[config.mk]
export PLATFORM = sky130hd
export DESIGN_NAME = vram_writer
export DESIGN_NICKNAME = d
export VERILOG_FILES = /design/src/rtl/vram_writer.sv
export SDC_FILE = /design/constraint.sdc
export NUM_CORES = 2
export LEC_CHECK = 0
export CAP_MARGIN = 20
export CORE_MARGIN = 2
export CORE_UTILIZATION = 42
export CTS_CLUSTER_SIZE = 8
export DETAILED_ROUTE_END_ITERATION = 8
export SKIP_LAST_GASP = 1
export SLEW_MARGIN = 40
export SYNTH_ARGS = -nofsm -noshare
export SYNTH_HDL_FRONTEND = slang
export SYNTH_SLANG_ARGS = --single-unit
[constraint.sdc]
create_clock -name clk_25MHz -period 50.4 [get_ports clk_25MHz]
set_clock_uncertainty 0.1 [all_clocks]
set_input_delay 5.04 -clock clk_25MHz [delete_from_list [all_inputs] [get_ports clk_25MHz]]
set_output_delay 5.04 -clock clk_25MHz [all_outputs]
set_load 0.05 [all_outputs]
[src/rtl/vram_writer.sv]
// rtl/vram_writer.sv - cell frame buffer with clear sweep and registered row readout
//
// Stores ROWS words of COLS cell bits. Game logic writes single cells; the VGA
// side reads a whole row per cycle. After reset, and on every clr_req, a
// ROWS-cycle sweep zeroes the frame one row per cycle while writes are stalled.
//
// Ports:
//   clk_25MHz  in   sole clock, rising edge
//   rst_n      in   synchronous reset, active-HIGH despite the name
//   y_pos      in   [5:0] row requested by the VGA controller
//   VRAM       out  [COLS-1:0] registered row contents (bit k = column k)
//   wr_valid   in   cell write request
//   wr_ready   out  cell write can be accepted this cycle (IDLE)
//   wr_x       in   [5:0] write column
//   wr_y       in   [4:0] write row
//   wr_data    in   new cell value
//   clr_req    in   clear whole frame (honoured in IDLE only)
//   busy       out  clear sweep in progress
//   wr_err     out  sticky: an out-of-range write was dropped

module vram_writer #(
  parameter int COLS = 40,
  parameter int ROWS = 30
) (
  input  logic            clk_25MHz,
  input  logic            rst_n,
  input  logic [5:0]      y_pos,
  output logic [COLS-1:0] VRAM,
  input  logic            wr_valid,
  output logic            wr_ready,
  input  logic [5:0]      wr_x,
  input  logic [4:0]      wr_y,
  input  logic            wr_data,
  input  logic            clr_req,
  output logic            busy,
  output logic            wr_err
);

  typedef enum logic {
    CLEAR = 1'b0,
    IDLE  = 1'b1
  } state_e;

  localparam logic [5:0] ROWS_W   = 6'(ROWS);
  localparam logic [5:0] COLS_W   = 6'(COLS);
  localparam logic [4:0] LAST_ROW = 5'(ROWS - 1);

  state_e          state_q;
  logic [4:0]      clr_cnt_q;
  logic [COLS-1:0] mem_q [ROWS];
  logic [COLS-1:0] vram_q;
  logic [COLS-1:0] vram_d;
  logic            wr_err_q;
  logic            rd_hit;
  logic            wr_hit;

  assign rd_hit = (y_pos < ROWS_W);
  assign wr_hit = (wr_x < COLS_W) && ({1'b0, wr_y} < ROWS_W);

  // Rows beyond the frame read as black rather than aliasing onto real rows.
  always_comb begin
    vram_d = '0;
    if (rd_hit) begin
      vram_d = mem_q[y_pos[4:0]];
    end
  end

  // Memory itself is not reset: the sweep that follows reset zeroes it.
  always_ff @(posedge clk_25MHz) begin
    if (rst_n) begin
      state_q   <= CLEAR;
      clr_cnt_q <= '0;
      vram_q    <= '0;
      wr_err_q  <= 1'b0;
    end else begin
      // Non-blocking read: a same-cycle write to this row shows up next cycle.
      vram_q <= vram_d;
      case (state_q)
        CLEAR: begin
          mem_q[clr_cnt_q] <= '0;
          if (clr_cnt_q == LAST_ROW) begin
            state_q   <= IDLE;
            clr_cnt_q <= '0;
          end else begin
            clr_cnt_q <= clr_cnt_q + 5'd1;
          end
        end
        IDLE: begin
          if (wr_valid) begin
            if (wr_hit) begin
              mem_q[wr_y][wr_x] <= wr_data;
            end else begin
              wr_err_q <= 1'b1;
            end
          end
          // Placed after the write so entering CLEAR wins the wr_err update;
          // a coincident in-range write still lands and is swept away.
          if (clr_req) begin
            state_q   <= CLEAR;
            clr_cnt_q <= '0;
            wr_err_q  <= 1'b0;
          end
        end
        default: begin
          state_q <= CLEAR;
        end
      endcase
    end
  end

  assign VRAM     = vram_q;
  assign busy     = (state_q == CLEAR);
  assign wr_ready = (state_q == IDLE);
  assign wr_err   = wr_err_q;

endmodule

==> results.txt <==
global-route wire length before repair: 211000 µm
type of the worst setup path: input pin to register
Die H: 363 µm
PostCTS Resize Cnt: 0
CTS H-tree depth: 4
number of I/O port buffers: 64
Vias: 34000
starting density of the core: 42.4%
Worst setup SP type: input pin
clock root buffer: sky130_fd_sc_hd__clkbuf_16
worst slew margin relative to its limit: 36.4%
CTS Hold Buffers Added: 0
Mapped Nets: 4209
end of the worst hold path: wr_err
maximum number of pins on one net before global-route repair: 254
CTS clock-pin slew for the worst setup and hold paths: 0.05 ns
placed wire-length estimate: 72700 µm
sequential element share of the synthesized area: 68.4%
top-level port count: 65
CTS buffer count: 174
required time of the critical path: 50.79 ns
worst min-delay path category: register to register
leading cell type in the layout, fill and taps excluded: sky130_fd_sc_hd__nor2_1
power density of the placed cells: 38.1 nW/µm²
cell types with the largest area share after synthesis: sky130_fd_sc_hd__edfxtp_1 67%, sky130_fd_sc_hd__mux2i_1 9.7%, sky130_fd_sc_hd__nor2_1 8.4%, sky130_fd_sc_hd__a22oi_1 2.8%, sky130_fd_sc_hd__buf_2 1.8%
area growth from synthesis to final layout: 13.3%
most used flip-flop cell after synthesis: sky130_fd_sc_hd__edfxtp_1
1st-pass router iterations: 7
Critical-path top delay cell: sky130_fd_sc_hd__buf_6
clock tree from TritonCTS: yes
DR DRC count: 0
pre-CTS setup slack: 40.20 ns
total track usage: 21.7%
count of endpoints failing hold in the final timing report: 0
highest clock rate: 113 MHz
transition time of the tightest slew-check pin: 0.954 ns
wire per inst: 24.4 µm
hold slack: 0.467 ns
Period Utilization, post-route: 17.5%
Routed Antenna Nets: 0
most used cells in the layout excluding fill and tap cells: 1210 x sky130_fd_sc_hd__nor2_1, 1200 x sky130_fd_sc_hd__edfxtp_1, 521 x sky130_fd_sc_hd__mux2i_1
instance count of the mapped netlist: 4185
sum of overflow across all layers after global routing: 0
cells on worst reg2reg path: 8
Sinks on Clock Net: 1247
number of DRC violations after detailed-routing iteration 0: 3948
synthesized flop and latch total: 1247
synthesis warning total: 0
average vias per placed instance: 5.74
FF-to-FF End: mem_q[21][39]
Worst Hold Depth: 2
DIE AREA: 132000 µm²
final WL: 144000 µm
antenna violations before repair: 8
origin of the worst min-delay path: wr_err
fin nets: 4178
data arrival at the endpoint of the critical path: 9.23 ns
max capacitance violation total: 0
number of enable-type register cells in the synthesized netlist: 1200
type of element capturing the critical path: register
placeable core area: 128000 µm²
worst path cell trace: clkdlybuf4s50_1 -> nand4_1 -> nand3_4 -> nor2_4 -> buf_12 -> buf_6 -> buf_6 -> buf_12 -> buf_16
worst-case setup margin in the final layout: 41.56 ns
GPL Wtd Cong: 0.746
leakage dissipation: 0.0185 µW
latest clock arrival within the worst-skew pair: 0.78 ns
syn avg cell area: 12.9 µm²
top fanout value on the critical path: 170
run status: complete, no violations
maximum VDD drop: 26.6 µV
horizontal die dimension: 363 µm
RSZ-0062 raised after global routing: false
async set or reset register ratio after synthesis: 0%
Final setup violation count: 0
worst setup slack for register-to-register paths: 46.10 ns
Final Max Tran Viols: 0
buffer count from post-CTS setup fixing: 0
maximum single-stage delay on the critical path: 0.64 ns
fraction of layout instances using a drive strength above 1: 8.52%
cell area after synthesis: 54100 µm²
Core Rows: 131
count of distinct cell types in the synthesized netlist: 47
most area-hungry cell type in the Yosys netlist: sky130_fd_sc_hd__edfxtp_1
area fraction of the dominant cell type after synthesis: 66.6%
clock tree buffer depth: 3
setup TNS: 0 ns
origin of the critical flop-to-flop path: wr_ready
post-route minimum period: 8.84 ns
vias in the first global route: 32900
## worst max path at each step
stage / start / to / slack [ns] / cells past startpoint
2_1_floorplan: rst_n / mem_q[0][0] / 11.44 / 3
3_3_place_gp: wr_y[4] / mem_q[13][21] / 40.14 / 8
3_5_place_dp: wr_y[4] / mem_q[22][39] / 40.20 / 9
4_1_cts: wr_y[4] / mem_q[13][34] / 41.04 / 9
5_1_grt: wr_y[1] / mem_q[19][32] / 41.29 / 9
6_report: wr_y[1] / mem_q[21][39] / 41.56 / 9
## synthesized netlist by cell type, types with 2 or more instances
cell and n:
sky130_fd_sc_hd__a211oi_1 4, sky130_fd_sc_hd__a21oi_1 42, sky130_fd_sc_hd__a22oi_1 202, sky130_fd_sc_hd__a311oi_1 2, sky130_fd_sc_hd__a31oi_1 81, sky130_fd_sc_hd__a41oi_1 2
sky130_fd_sc_hd__and2_1 3, sky130_fd_sc_hd__and3_1 40, sky130_fd_sc_hd__and4_1 3, sky130_fd_sc_hd__buf_1 35, sky130_fd_sc_hd__buf_2 193, sky130_fd_sc_hd__clkbuf_1 129
sky130_fd_sc_hd__dfxtp_1 47, sky130_fd_sc_hd__edfxtp_1 1200, sky130_fd_sc_hd__ha_1 2, sky130_fd_sc_hd__inv_1 4, sky130_fd_sc_hd__mux2_2 3, sky130_fd_sc_hd__mux2i_1 522
sky130_fd_sc_hd__mux2i_4 2, sky130_fd_sc_hd__mux4_2 40, sky130_fd_sc_hd__nand2_1 151, sky130_fd_sc_hd__nand2_2 3, sky130_fd_sc_hd__nand2b_1 8, sky130_fd_sc_hd__nand3_1 126
sky130_fd_sc_hd__nand3b_1 3, sky130_fd_sc_hd__nand4_1 22, sky130_fd_sc_hd__nor2_1 1213, sky130_fd_sc_hd__nor2b_1 4, sky130_fd_sc_hd__o211ai_1 40, sky130_fd_sc_hd__o21ai_0 29
sky130_fd_sc_hd__o21ai_1 12, sky130_fd_sc_hd__o31a_1 2, sky130_fd_sc_hd__o31ai_1 2
## stage by stage
stage                     instances  cell area, µm²  power (µW)  utilization, %
after CTS                      5921           61200        2350            48.0
after floorplan                4185           54100        1230               -
after global routing           5923           61300        2400            48.0
final                          5923           61300        2340            48.0
after global placement         5631           56000        1280            43.9
after detailed placement       5639           56200        1280            44.0
## report_power, final
group	internal (µW)	switching [µW]	total [µW]
registers	1130	2.72	1130
logic	33.7	94.8	129
clock network	648	425	1070
## layout make-up
type / count / area [µm²]
Multi-Input combinational cell: 2576 / 15700
Clock inverter: 11 / 168
Fill cell: 11200 / 66400
Antenna cell: 1 / 2.50
Timing Repair Buffer: 151 / 1510
Clock buffer: 271 / 4810
Inverter: 4 / 15.0
Sequential cell: 1247 / 37000
Tap cell: 1662 / 2080
## logic make-up (layout without fill, tap and decap cells)
group                    after synthesis  in the layout  share of synthesized area [%]
flip-flops                          1247           1247                           68.4
buffers and inverters                362            437                           2.97
multiplexers                         567            567                           11.5
adder cells (fa/ha/maj)                2              2                         0.0463
AND/OR/NAND/NOR                     1586           1586                           11.8
other                                  0              1                              0
AO/OA/AOI/OAI                        421            421                           5.29
## worst max-delay path, delay by kind of cell
kind          cells  cell delay, ns
buf+inv           6            2.87
simple gates      3            1.06
## sequential cells by signal, summed over array words and instances (netlist names)
register / cells
mem_q: 1200
clr_cnt_q: 5
VRAM: 40
wr_ready: 1
wr_err: 1
## layer usage
metal | vias to the layer above | routed length [µm] | global-route usage (%)
met1 | 17300 | 60900 | 29.5
met3 | 266 | 11800 | 4.41
met4 | 4 | 4210 | 7.53
met2 | 1283 | 67600 | 34.7
li1 | 15200 | - | -
met5 | - | 26 | 0
No activity file was read; power rests on OpenSTA's default activity.
